==> config.mk <==
export PLATFORM = sky130hd
export DESIGN_NAME = me_sad_best_select
export DESIGN_NICKNAME = d
export VERILOG_FILES = /design/src/rtl/me_pkg.sv /design/src/rtl/sad_best_reg.sv /design/src/rtl/me_sad_best_select.sv
export SDC_FILE = /design/constraint.sdc
export NUM_CORES = 1
export LEC_CHECK = 0
export CAP_MARGIN = 20
export CORE_ASPECT_RATIO = 2
export CORE_UTILIZATION = 34
export DETAILED_ROUTE_END_ITERATION = 16
export SLEW_MARGIN = 20
export SYNTH_ARGS = -nofsm -noshare
export SYNTH_HDL_FRONTEND = slang
export SYNTH_SLANG_ARGS = --single-unit
==> constraint.sdc <==
create_clock -name clk -period 4.6 [get_ports clk]
set_input_delay 0.69 -clock clk [delete_from_list [all_inputs] [get_ports clk]]
set_output_delay 0.69 -clock clk [all_outputs]
set_load 0.005 [all_outputs]
==> src/rtl/me_pkg.sv <==
// rtl/me_pkg.sv - shared types and constants for the SAD best-select block
package me_pkg;

  localparam int NUM_CB    = 4;
  localparam int PKG_SAD_W = 16;
  localparam int PKG_COL_W = 5;
  localparam int PKG_ROW_W = 7;

  localparam logic [PKG_SAD_W-1:0] SAD_MAX = '1;

  typedef enum logic [1:0] {
    ST_IDLE  = 2'd0,
    ST_TRACK = 2'd1,
    ST_DRAIN = 2'd2
  } state_e;

  typedef struct packed {
    logic [PKG_SAD_W-1:0] sad;
    logic [PKG_COL_W-1:0] mv_x;
    logic [PKG_ROW_W-1:0] mv_y;
  } best_t;

endpackage

==> src/rtl/sad_best_reg.sv <==
// rtl/sad_best_reg.sv - single sub-block minimum-SAD tracker
module sad_best_reg
  import me_pkg::*;
#(
  parameter int SAD_W = 16,
  parameter int COL_W = 5,
  parameter int ROW_W = 7
) (
  input  logic             clk,
  input  logic             rst_n,
  input  logic             clear_i,
  input  logic             upd_i,
  input  logic [SAD_W-1:0] sad_i,
  input  logic [COL_W-1:0] col_i,
  input  logic [ROW_W-1:0] row_i,
  output logic [SAD_W-1:0] sad_nxt_o,
  output logic [COL_W-1:0] mv_x_nxt_o,
  output logic [ROW_W-1:0] mv_y_nxt_o
);

  logic [SAD_W-1:0] sad_q, sad_d;
  logic [COL_W-1:0] mv_x_q, mv_x_d;
  logic [ROW_W-1:0] mv_y_q, mv_y_d;

  // Strict less-than keeps the earlier position on ties.
  always_comb begin
    sad_d  = sad_q;
    mv_x_d = mv_x_q;
    mv_y_d = mv_y_q;
    if (clear_i) begin
      sad_d  = '1;
      mv_x_d = '0;
      mv_y_d = '0;
    end else if (upd_i && (sad_i < sad_q)) begin
      sad_d  = sad_i;
      mv_x_d = col_i;
      mv_y_d = row_i;
    end
  end

  always_ff @(posedge clk or negedge rst_n) begin
    if (!rst_n) begin
      sad_q  <= '1;
      mv_x_q <= '0;
      mv_y_q <= '0;
    end else begin
      sad_q  <= sad_d;
      mv_x_q <= mv_x_d;
      mv_y_q <= mv_y_d;
    end
  end

  // Exposing next-state lets the top load a result that includes this cycle's sample.
  assign sad_nxt_o  = sad_d;
  assign mv_x_nxt_o = mv_x_d;
  assign mv_y_nxt_o = mv_y_d;

endmodule

==> src/rtl/me_sad_best_select.sv <==
// rtl/me_sad_best_select.sv - per-sub-block minimum SAD tracking and result drain
module me_sad_best_select
  import me_pkg::*;
#(
  parameter int SAD_W = 16,
  parameter int COL_W = 5,
  parameter int ROW_W = 7
) (
  input  logic             clk,
  input  logic             rst_n,
  input  logic             frame_start,
  input  logic             frame_end,
  input  logic             sad_valid,
  input  logic [SAD_W-1:0] sad_in,
  input  logic [1:0]       abs_Control,
  input  logic [COL_W-1:0] search_column_count,
  input  logic [ROW_W-1:0] search_row_count,
  input  logic             result_ready,
  output logic             result_valid,
  output logic [1:0]       result_cb,
  output logic [COL_W-1:0] result_mv_x,
  output logic [ROW_W-1:0] result_mv_y,
  output logic [SAD_W-1:0] result_sad,
  output logic             busy
);

  state_e           state_q, state_d;
  logic [1:0]       drain_idx_q, drain_idx_d;
  logic             valid_q, valid_d;
  logic [1:0]       cb_q, cb_d;
  logic [COL_W-1:0] mv_x_q, mv_x_d;
  logic [ROW_W-1:0] mv_y_q, mv_y_d;
  logic [SAD_W-1:0] sad_q, sad_d;
  logic             busy_q, busy_d;

  logic             trk_clear;
  logic             trk_upd;
  logic [SAD_W-1:0] trk_sad  [NUM_CB];
  logic [COL_W-1:0] trk_mv_x [NUM_CB];
  logic [ROW_W-1:0] trk_mv_y [NUM_CB];

  assign trk_clear = frame_start && (state_q != ST_DRAIN);
  assign trk_upd   = (state_q == ST_TRACK) && sad_valid && !frame_start;

  for (genvar g = 0; g < NUM_CB; g++) begin : g_trk
    sad_best_reg #(
      .SAD_W(SAD_W),
      .COL_W(COL_W),
      .ROW_W(ROW_W)
    ) u_best (
      .clk        (clk),
      .rst_n      (rst_n),
      .clear_i    (trk_clear),
      .upd_i      (trk_upd && (abs_Control == 2'(g))),
      .sad_i      (sad_in),
      .col_i      (search_column_count),
      .row_i      (search_row_count),
      .sad_nxt_o  (trk_sad[g]),
      .mv_x_nxt_o (trk_mv_x[g]),
      .mv_y_nxt_o (trk_mv_y[g])
    );
  end

  // Trackers are frozen in DRAIN, so their next-state equals their stored value there.
  always_comb begin
    state_d     = state_q;
    drain_idx_d = drain_idx_q;
    valid_d     = valid_q;
    cb_d        = cb_q;
    mv_x_d      = mv_x_q;
    mv_y_d      = mv_y_q;
    sad_d       = sad_q;
    case (state_q)
      ST_IDLE: begin
        if (frame_start) begin
          state_d     = ST_TRACK;
          drain_idx_d = 2'd0;
        end
      end
      ST_TRACK: begin
        if (frame_start) begin
          drain_idx_d = 2'd0;
        end else if (frame_end) begin
          state_d     = ST_DRAIN;
          drain_idx_d = 2'd0;
          valid_d     = 1'b1;
          cb_d        = 2'd0;
          mv_x_d      = trk_mv_x[0];
          mv_y_d      = trk_mv_y[0];
          sad_d       = trk_sad[0];
        end
      end
      ST_DRAIN: begin
        if (result_ready) begin
          if (drain_idx_q == 2'd3) begin
            state_d     = ST_IDLE;
            drain_idx_d = 2'd0;
            valid_d     = 1'b0;
            cb_d        = 2'd0;
            mv_x_d      = '0;
            mv_y_d      = '0;
            sad_d       = '0;
          end else begin
            drain_idx_d = drain_idx_q + 2'd1;
            cb_d        = drain_idx_d;
            mv_x_d      = trk_mv_x[drain_idx_d];
            mv_y_d      = trk_mv_y[drain_idx_d];
            sad_d       = trk_sad[drain_idx_d];
          end
        end
      end
      default: begin
        state_d = ST_IDLE;
        valid_d = 1'b0;
      end
    endcase
    busy_d = (state_d != ST_IDLE);
  end

  always_ff @(posedge clk or negedge rst_n) begin
    if (!rst_n) begin
      state_q     <= ST_IDLE;
      drain_idx_q <= 2'd0;
      valid_q     <= 1'b0;
      cb_q        <= 2'd0;
      mv_x_q      <= '0;
      mv_y_q      <= '0;
      sad_q       <= '0;
      busy_q      <= 1'b0;
    end else begin
      state_q     <= state_d;
      drain_idx_q <= drain_idx_d;
      valid_q     <= valid_d;
      cb_q        <= cb_d;
      mv_x_q      <= mv_x_d;
      mv_y_q      <= mv_y_d;
      sad_q       <= sad_d;
      busy_q      <= busy_d;
    end
  end

  assign result_valid = valid_q;
  assign result_cb    = cb_q;
  assign result_mv_x  = mv_x_q;
  assign result_mv_y  = mv_y_q;
  assign result_sad   = sad_q;
  assign busy         = busy_q;

endmodule

==> After elaboration in Yosys (flattened, before gate mapping) <==
Cells that the tools add are included.
{ "totals": {"register_bits": 148, "latchBits": 0, "ramBits": 0, "mem_bits_ro": 0, "inputBits": 36, "out_inout_bits": 32, "elab_cells": 128, "memories": 0} }
{ "op_classes": {"addsub": 1, "mul": 0, "div_mod_pow": 0, "n_lt_le_gt_ge": 5, "eq_ne": 13, "shift": 0, "mux": 67, "n_bitwise": 2, "n_reduce_logical": 20} }
{ "ops": {"columns": ["cell", "count"], "rows": [
  ["$mux W16", 14],
  ["$mux W7", 14],
  ["$mux W5", 14],
  ["$lt A16 B16 Y1", 4],
  ["$bmux W16 S2", 1],
  ["$pmux W16 S2", 1],
  ["$mux W2", 11],
  ["$bmux W7 S2", 1],
  ["$pmux W7 S2", 1],
  ["$ne A2 B2 Y1 const B", 6],
  ["$pmux W2 S3", 2],
  ["$logic_and A1 B1 Y1", 11],
  ["$bmux W5 S2", 1],
  ["$pmux W5 S2", 1],
  ["$eq A2 B2 Y1 const B", 4],
  ["$reduce_and A4 Y1", 2],
  ["$reduce_and A5 Y1", 1],
  ["$eq A2 B1 Y1 const B", 2],
  ["$logic_not A2 Y1", 2],
  ["$mux W1", 4],
  ["$pmux W2 S2", 1],
  ["$reduce_bool A2 Y1", 2],
  ["$ge A3 B3 Y1 const B", 1],
  ["$ne A3 B3 Y1 const B", 1],
  ["other kinds (6)", 6]
]} }

==> Longest topological paths before layout <==
Gate-level depths: netlist of run 1.
{ "logic_depth": {"depth_word": 13, "ltp_mapped": 12, "depth_no_buf": 9} }

==> Modules after synthesis <==
Synthesis of run 1 repeated with hierarchy kept, for this count alone.
{ "unflattened": {"hier_cells": 873, "area_unflattened_um2": 9546.7} }
{ "modules_own_cells": {"columns": ["mod", "n_inst", "cells_each", "area_each_um2", "seq_area_each_um2"], "rows": [
  ["sad_best_reg at g_trk[2].u_best ...", 2, 174, 1761.7, 720.7],
  ["sad_best_reg at g_trk[0].u_best ...", 2, 175, 1727.9, 720.7],
  ["me_sad_best_select", 1, 175, 2567.5, 900.9]
]} }

==> Least setup slack after synthesis of run 1 <==
Ideal clock, no wire load.
{ "synth_timing": {"path_kind": "in2reg", "from": "input port sad_in[9]", "to": "register sad_q[6] (netlist: result_sad[6])", "setup_time_ns": 0.128, "t_arrival_ns": 2.610, "required_ns": 4.472, "path_slack_ns": 1.862, "cell_stages": 10, "path_buffers": 2, "path_cell_list": "ha_1 -> a211o_1 -> a21oi_1 -> o211ai_1 -> o21ai_0 -> clkbuf_1 -> clkbuf_1 -> a21oi_1 -> a211oi_1 -> o31ai_1"} }
{ "synth_between": {"elab_chain_len": 10, "elab_cells_between_ends": 24, "classes_between": "4 x order compare; 16 x mux; 4 x reduce/logical"} }
{ "synth_rtl": {"columns": ["element", "line_no", "source"], "rows": [
  ["from (decl)", "me_sad_best_select.sv:14", "input logic [SAD_W-1:0] sad_in,"],
  ["$lt A16 B16 Y1", "sad_best_reg.sv:34", "end else if (upd_i && (sad_i < sad_q)) begin"],
  ["$logic_and A1 B1 Y1", "sad_best_reg.sv:34", null],
  ["$mux W16", "sad_best_reg.sv:34", null],
  ["$mux W16", "sad_best_reg.sv:30", "if (clear_i) begin"],
  ["$bmux W16 S2", "me_sad_best_select.sv:108", "sad_d = trk_sad[drain_idx_d];"],
  ["$mux W16 (not written as such) (2 in a row)", "me_sad_best_select.sv:108", null],
  ["$mux W16", "me_sad_best_select.sv:95", "if (drain_idx_q == 2'd3) begin"],
  ["$mux W16", "me_sad_best_select.sv:94", "if (result_ready) begin"],
  ["$pmux W16 S2 *", "me_sad_best_select.sv:73", "case (state_q)"],
  ["to (signal assigned)", "me_sad_best_select.sv:128", "sad_q <= '0;"],
  ["to (signal assigned)", "me_sad_best_select.sv:137", "sad_q <= sad_d;"],
  ["to (decl)", "me_sad_best_select.sv:33", "logic [SAD_W-1:0] sad_q, sad_d;"]
]} }
Mark *: on every way between the ends. The rest lies on a longest branch, timed or not. The select of a mux whose other input is x is not followed.
A chain may end at the register's enable or synchronous reset.

==> Worst setup path after layout of run 1 <==
{ "layout_timing": {"from": "input port sad_in[1]", "to": "register sad_q[10] (netlist: result_sad[10])"} }
The elaborated chain is that of the path after synthesis.

==> flow_summary.json, run 1 <==
{
  "cp_data_arrival_time_ns": 3.90,
  "synthMuxAreaShare": 0.0684,
  "setup_viol": 0,
  "yosys.area_share.simple": 0.120,
  "synthAdderAreaFrac": 0.0867,
  "hold_path.class": "input port to async pin",
  "cts-hold-fix-buffers": 0,
  "final_cells": 1314,
  "vias_per_cell": 5.64,
  "dp_hpwl_um": 20300,
  "core_um2": 25500,
  "yosysUniqueCellTypes": 54,
  "postSynthAreaPerCell_um2": 9.75,
  "synthCells": 903,
  "p_per_area_nw_per_um2": 381,
  "power.total_mw": 4.01,
  "layout_worst_path_cycle_share": 0.774,
  "slew_headroom": 0.219,
  "synth.ff_latch_count": 148,
  "fp.dieH_um": 230,
  "path_clk_slew_ns": 0.07,
  "grt_max_degree": 100,
  "post-route-drc-count": 0,
  "initial_core_util": 0.345,
  "period_needed_ns": 3.56,
  "synth-compound-area-share": 0.235,
  "avgRoutedWirePerCell_um": 22.4,
  "stdcell_area_um2": 10500,
  "cts_buffers": 17,
  "timing.rr.end": "result_sad[11]$_DFFE_PN0P_",
  "synth_top_family_by_area": "compound AO/OA/AOI/OAI gates",
  "cp.required_ns": 4.94,
  "post_cts_buffers": 0,
  "start_kind": "input port",
  "clk_latency_ns": 0.44,
  "syn2layout_area_growth_pct": 19.6,
  "ys_warn_count": 0,
  "maxCapViolCount": 0,
  "vdd_ir_drop_max_mv": 0.239,
  "tritoncts": "built",
  "wl_um": 29500,
  "status": "finished clean",
  "antennaDiodeCount": 0,
  "cts_sinks": 148,
  "gr-total-overflow": 0,
  "synth_edf_count": 0,
  "ff2ff_path_depth": 9,
  "die_w_um": 116,
  "p_leak_nw": 5.04,
  "drt_iter0_drc": 426,
  "grtUsageTotal": 0.234,
  "fin_skew_ns": 0.00975,
  "synth_xor_area_frac": 0,
  "ant_nets": 0,
  "vias": 7413,
  "tightest_slew_ns": 1.17,
  "antenna_found_initial": 1,
  "dpl_cell_area_um2": 9980,
  "grt_pass1_vias": 7856,
  "synthFlopType": "dfrtp_1",
  "dieArea_um2": 26600,
  "finalSetupTns_ns": 0,
  "post_route_cells_drive_above_1_share": 0.171,
  "post-synth-top-area-cell": "dfrtp_1",
  "synthTopCellsByArea": "dfrtp_1 (24%), dfstp_2 (19%), ha_1 (8.7%), nand2_1 (4.7%), mux2i_1 (4.7%)",
  "portBuffers": 67,
  "r2r_start": "g_trk[3].u_best.sad_q[15]$_DFF_PN1_",
  "rsz0062_at_grt": "false",
  "clk_path_buf_depth": 2,
  "cts.repair.resized": 0,
  "seq_area_frac_synth": 0.430,
  "nets": 1058,
  "h-tree-depth": 4,
  "gp_congestion": 0.900,
  "syn_area_um2": 8800,
  "root_buffer": "clkbuf_16",
  "grt_pass1_wl_um": 45700,
  "syn_nets": 1000,
  "ys_async_sr_fraction": 1.00,
  "path_class": "input port to register",
  "placed_cells": 1282,
  "dr.pass1.iters": 5,
  "endpoint_kind": "register",
  "regToRegSetupSlack_ns": 1.39,
  "drv_slew": 0,
  "clock.fmax_mhz": 281,
  "num_rows": 83,
  "hold_viol": 0,
  "io_pins": 68,
  "crit_fanout": 14,
  "yosysTopAreaCellShare": 0.239
}
## worst max-delay path by stage
stage | cells after the start | endpoint | slack, ns | start
after global routing | 9 | result_sad[10]$_DFFE_PN0P_ | 0.93 | sad_in[1]
after detailed placement | 9 | result_sad[10]$_DFFE_PN0P_ | 0.65 | sad_in[1]
final | 9 | result_sad[10]$_DFFE_PN0P_ | 1.04 | sad_in[1]
after global placement | 9 | result_sad[5]$_DFFE_PN0P_ | 0.70 | sad_in[1]
after floorplan | 10 | result_sad[6]$_DFFE_PN0P_ | 1.86 | sad_in[9]
after CTS | 9 | result_sad[10]$_DFFE_PN0P_ | 1.09 | sad_in[1]
## report_power, final
| part | internal (mW) | switching (mW) |
|---|---|---|
| sequential | 1.49 | 0.125 |
| clock | 0.703 | 0.628 |
| combinational | 0.516 | 0.553 |
| total | 2.71 | 1.31 |
## layer usage
metal / wire length (µm) / track usage
met5: 0 / 0
met4: 1370 / 0.122
met3: 1100 / 0.0370
met2: 16300 / 0.437
met1: 10700 / 0.242
## worst max-delay path, stage by stage
cell and delay [ns]:
clkdlybuf4s50_1 0.80, ha_1 0.33, a2111o_1 0.39, a311oi_1 0.42
o21ai_4 0.23, buf_4 0.28, mux2i_1 0.16, a221o_1 0.34
o31ai_1 0.24
## final cells by class
cell class                 count  area (µm²)
inverter                      69         259
fill                        2612       15000
clock buffer                  18         429
sequential                   148        3780
tap                          340         425
timing repair buffer         101         965
clock inverter                14         118
multi-input combinational    624        4550
## sequential cells by signal, indices dropped and copies added (netlist names)
name	count
g_trk.u_best.mv_x_q	20
g_trk.u_best.mv_y_q	28
g_trk.u_best.sad_q	64
result_mv_x	5
result_mv_y	7
result_valid	1
busy	1
drain_idx_q	2
result_sad	16
result_cb	2
state_q	2
## cell usage after synthesis, drive strengths merged, types with 16 or more instances
cell type	number
a211o	31
nor2	43
dfrtp	84
inv	68
nand2	110
o21ai	34
buf	18
mux2i	41
o21a	16
ha	61
clkbuf	44
a21oi	67
dfstp	64
a211oi	35
## logic make-up after synthesis
family / count (synthesis)
AO/OA/AOI/OAI: 282
adder cells (fa/ha/maj): 61
buffers and inverters: 131
flip-flops: 148
multiplexers: 54
AND/OR/NAND/NOR: 227
## placed cells by master, fill, tap and decap left out, types with 16 or more instances in the layout
master	n
clkdlybuf4s50_1	66
a21oi_1	67
a211o_1	31
ha_1	61
a211oi_1	35
inv_1	68
dfrtp_1	84
nor2_1	39
o21ai_0	31
mux2i_1	41
clkbuf_16	17
buf_4	31
o21a_1	16
dfstp_2	64
nand2_1	109
## stage by stage
step                utilization  setup WS (ns)  hold WS [ns]
global route              0.412          0.930         0.427
detailed placement        0.391          0.652         0.486
finish                    0.412           1.04         0.356
global placement          0.391          0.697         0.496
CTS                       0.412           1.09         0.394
floorplan                     -           1.86         0.394
No activity file was read; power rests on OpenSTA's default activity.
==> run 2: changes to the inputs <==
- clock period: 4.6 -> 3.7 ns (I/O delays scaled with it)
==> run 2 against run 1 <==
Against the previous run: power increased by 31%; clock-buffer cell count is the same; die area did not move; sequential power increased by 25%; setup slack worse by 0.74 ns; via count grew 0.57%; largest cell class unchanged.
==> flow_summary.json, run 2 (synthesized netlist as in run 1, its figures left out) <==
{
  "portBuffers": 67,
  "layout_worst_path_cycle_share": 0.917,
  "clk_path_buf_depth": 2,
  "h-tree-depth": 4,
  "fp.dieH_um": 230,
  "ant_nets": 0,
  "path_clk_slew_ns": 0.07,
  "drv_slew": 0,
  "endpoint_kind": "register",
  "grt_pass1_wl_um": 45900,
  "p_per_area_nw_per_um2": 483,
  "cts_sinks": 148,
  "period_needed_ns": 3.39,
  "wl_um": 29800,
  "routed-wl-met2_um": 16000,
  "post_cts_buffers": 0,
  "drt_iter0_drc": 442,
  "ff2ff_path_depth": 9,
  "maxCapViolCount": 0,
  "post_route_cells_drive_above_1_share": 0.197,
  "dp_hpwl_um": 20800,
  "dr.pass1.iters": 5,
  "nets": 1088,
  "antennaDiodeCount": 0,
  "post-place-ws_ns": -0.0949,
  "gp_congestion": 0.870,
  "wl_met1_um": 11000,
  "hold_ws_ns": 0.179,
  "root_buffer": "clkbuf_16",
  "highest_layer": "met4",
  "dieArea_um2": 26600,
  "timing.rr.end": "result_sad[0]$_DFFE_PN0P_",
  "grt_pass1_vias": 7795,
  "hold_path.class": "input port to async pin",
  "cts-hold-fix-buffers": 0,
  "start_kind": "input port",
  "layout_setup_ws_ns": 0.306,
  "num_rows": 83,
  "core_um2": 25500,
  "regArea_um2": 3780,
  "vdd_ir_drop_max_mv": 0.312,
  "grt_max_degree": 86,
  "cts.repair.resized": 0,
  "vias": 7455,
  "io_pins": 68,
  "tightest_slew_ns": 1.11,
  "grtUsageTotal": 0.237,
  "final_cell_mix": "nand2_1 (109), dfrtp_1 (84), inv_1 (68)",
  "multi_input_area_um2": 4550,
  "cp.required_ns": 4.06,
  "clk_latency_ns": 0.44,
  "setup_viol": 0,
  "rsz0062_at_grt": "false",
  "cp_data_arrival_time_ns": 3.75,
  "path_class": "input port to register",
  "tritoncts": "built",
  "vias_per_cell": 5.55,
  "clock.fmax_mhz": 295,
  "wl_met3_um": 912,
  "largest_register_ffs": 64,
  "die_w_um": 116,
  "fin_skew_ns": 0.00939,
  "initial_core_util": 0.345,
  "cts_buffers": 17,
  "syn2layout_area_growth_pct": 23.6,
  "crit_fanout": 17,
  "antenna_found_initial": 0,
  "regToRegSetupSlack_ns": 0.57,
  "r2r_start": "g_trk[3].u_best.sad_q[13]$_DFF_PN1_",
  "power.total_mw": 5.25,
  "crit_path_start": "sad_in[15]",
  "final_common_cell": "nand2_1",
  "hold_viol": 0,
  "gr-total-overflow": 0,
  "top_register": "g_trk.u_best.sad_q",
  "slew_headroom": 0.261,
  "reg.largest.list": "g_trk.u_best.sad_q: 64 flops, g_trk.u_best.mv_y_q: 28 flops, g_trk.u_best.mv_x_q: 20 flops",
  "n_fill_cell": 2531,
  "status": "finished clean",
  "p_leak_nw": 5.25,
  "post-route-drc-count": 0,
  "avgRoutedWirePerCell_um": 22.2
}
[run 2: power by group]
part,leakage [nW],switching [mW],total (mW),internal [mW]
sequential,1.77,0.172,2.02,1.85
clock,0.302,0.786,1.89,1.10
combinational,3.18,0.677,1.35,0.668
total,5.25,1.64,5.25,3.62
[run 2: worst max path at each step]
stage                                end
2_1_floorplan  result_sad[6]$_DFFE_PN0P_
3_3_place_gp   result_sad[0]$_DFFE_PN0P_
3_5_place_dp   result_sad[0]$_DFFE_PN0P_
4_1_cts        result_sad[0]$_DFFE_PN0P_
5_1_grt        result_sad[0]$_DFFE_PN0P_
6_report       result_sad[0]$_DFFE_PN0P_
[run 2: worst max-delay path, cell delays in order]
cell,delay (ns)
clkdlybuf4s50_1,0.61
ha_1,0.46
nand4_1,0.27
or4_1,0.61
o21a_1,0.49
a21boi_0,0.40
a211oi_1,0.09
o31ai_1,0.25
[run 2: cell type report]
type / instances / share of cell area
Clock buffer: 18 / 0.0403
Clock inverter: 14 / 0.0174
Inverter: 69 / 0.0238
Multi-Input combinational cell: 624 / 0.418
Sequential cell: 148 / 0.348
Tap cell: 340 / 0.0391
Timing Repair Buffer: 131 / 0.114
[run 2: metal layers]
layer / up-vias / GRT usage
met5: - / 0
li1: 3453 / -
met3: 83 / 0.0341
met1: 3701 / 0.251
met2: 218 / 0.422
met4: 0 / 0.159
[run 2: stage by stage]
| step | area [µm²] | instances | TNS (ns) | util |
|---|---|---|---|---|
| finish | 10900 | 1344 | 0 | 0.426 |
| global route | 10900 | 1344 | 0 | 0.426 |
| CTS | 10900 | 1344 | 0 | 0.426 |
| detailed placement | 10300 | 1312 | -0.422 | 0.401 |
| global placement | 10200 | 1311 | -0.498 | 0.401 |
| floorplan | 8800 | 903 | 0 | - |
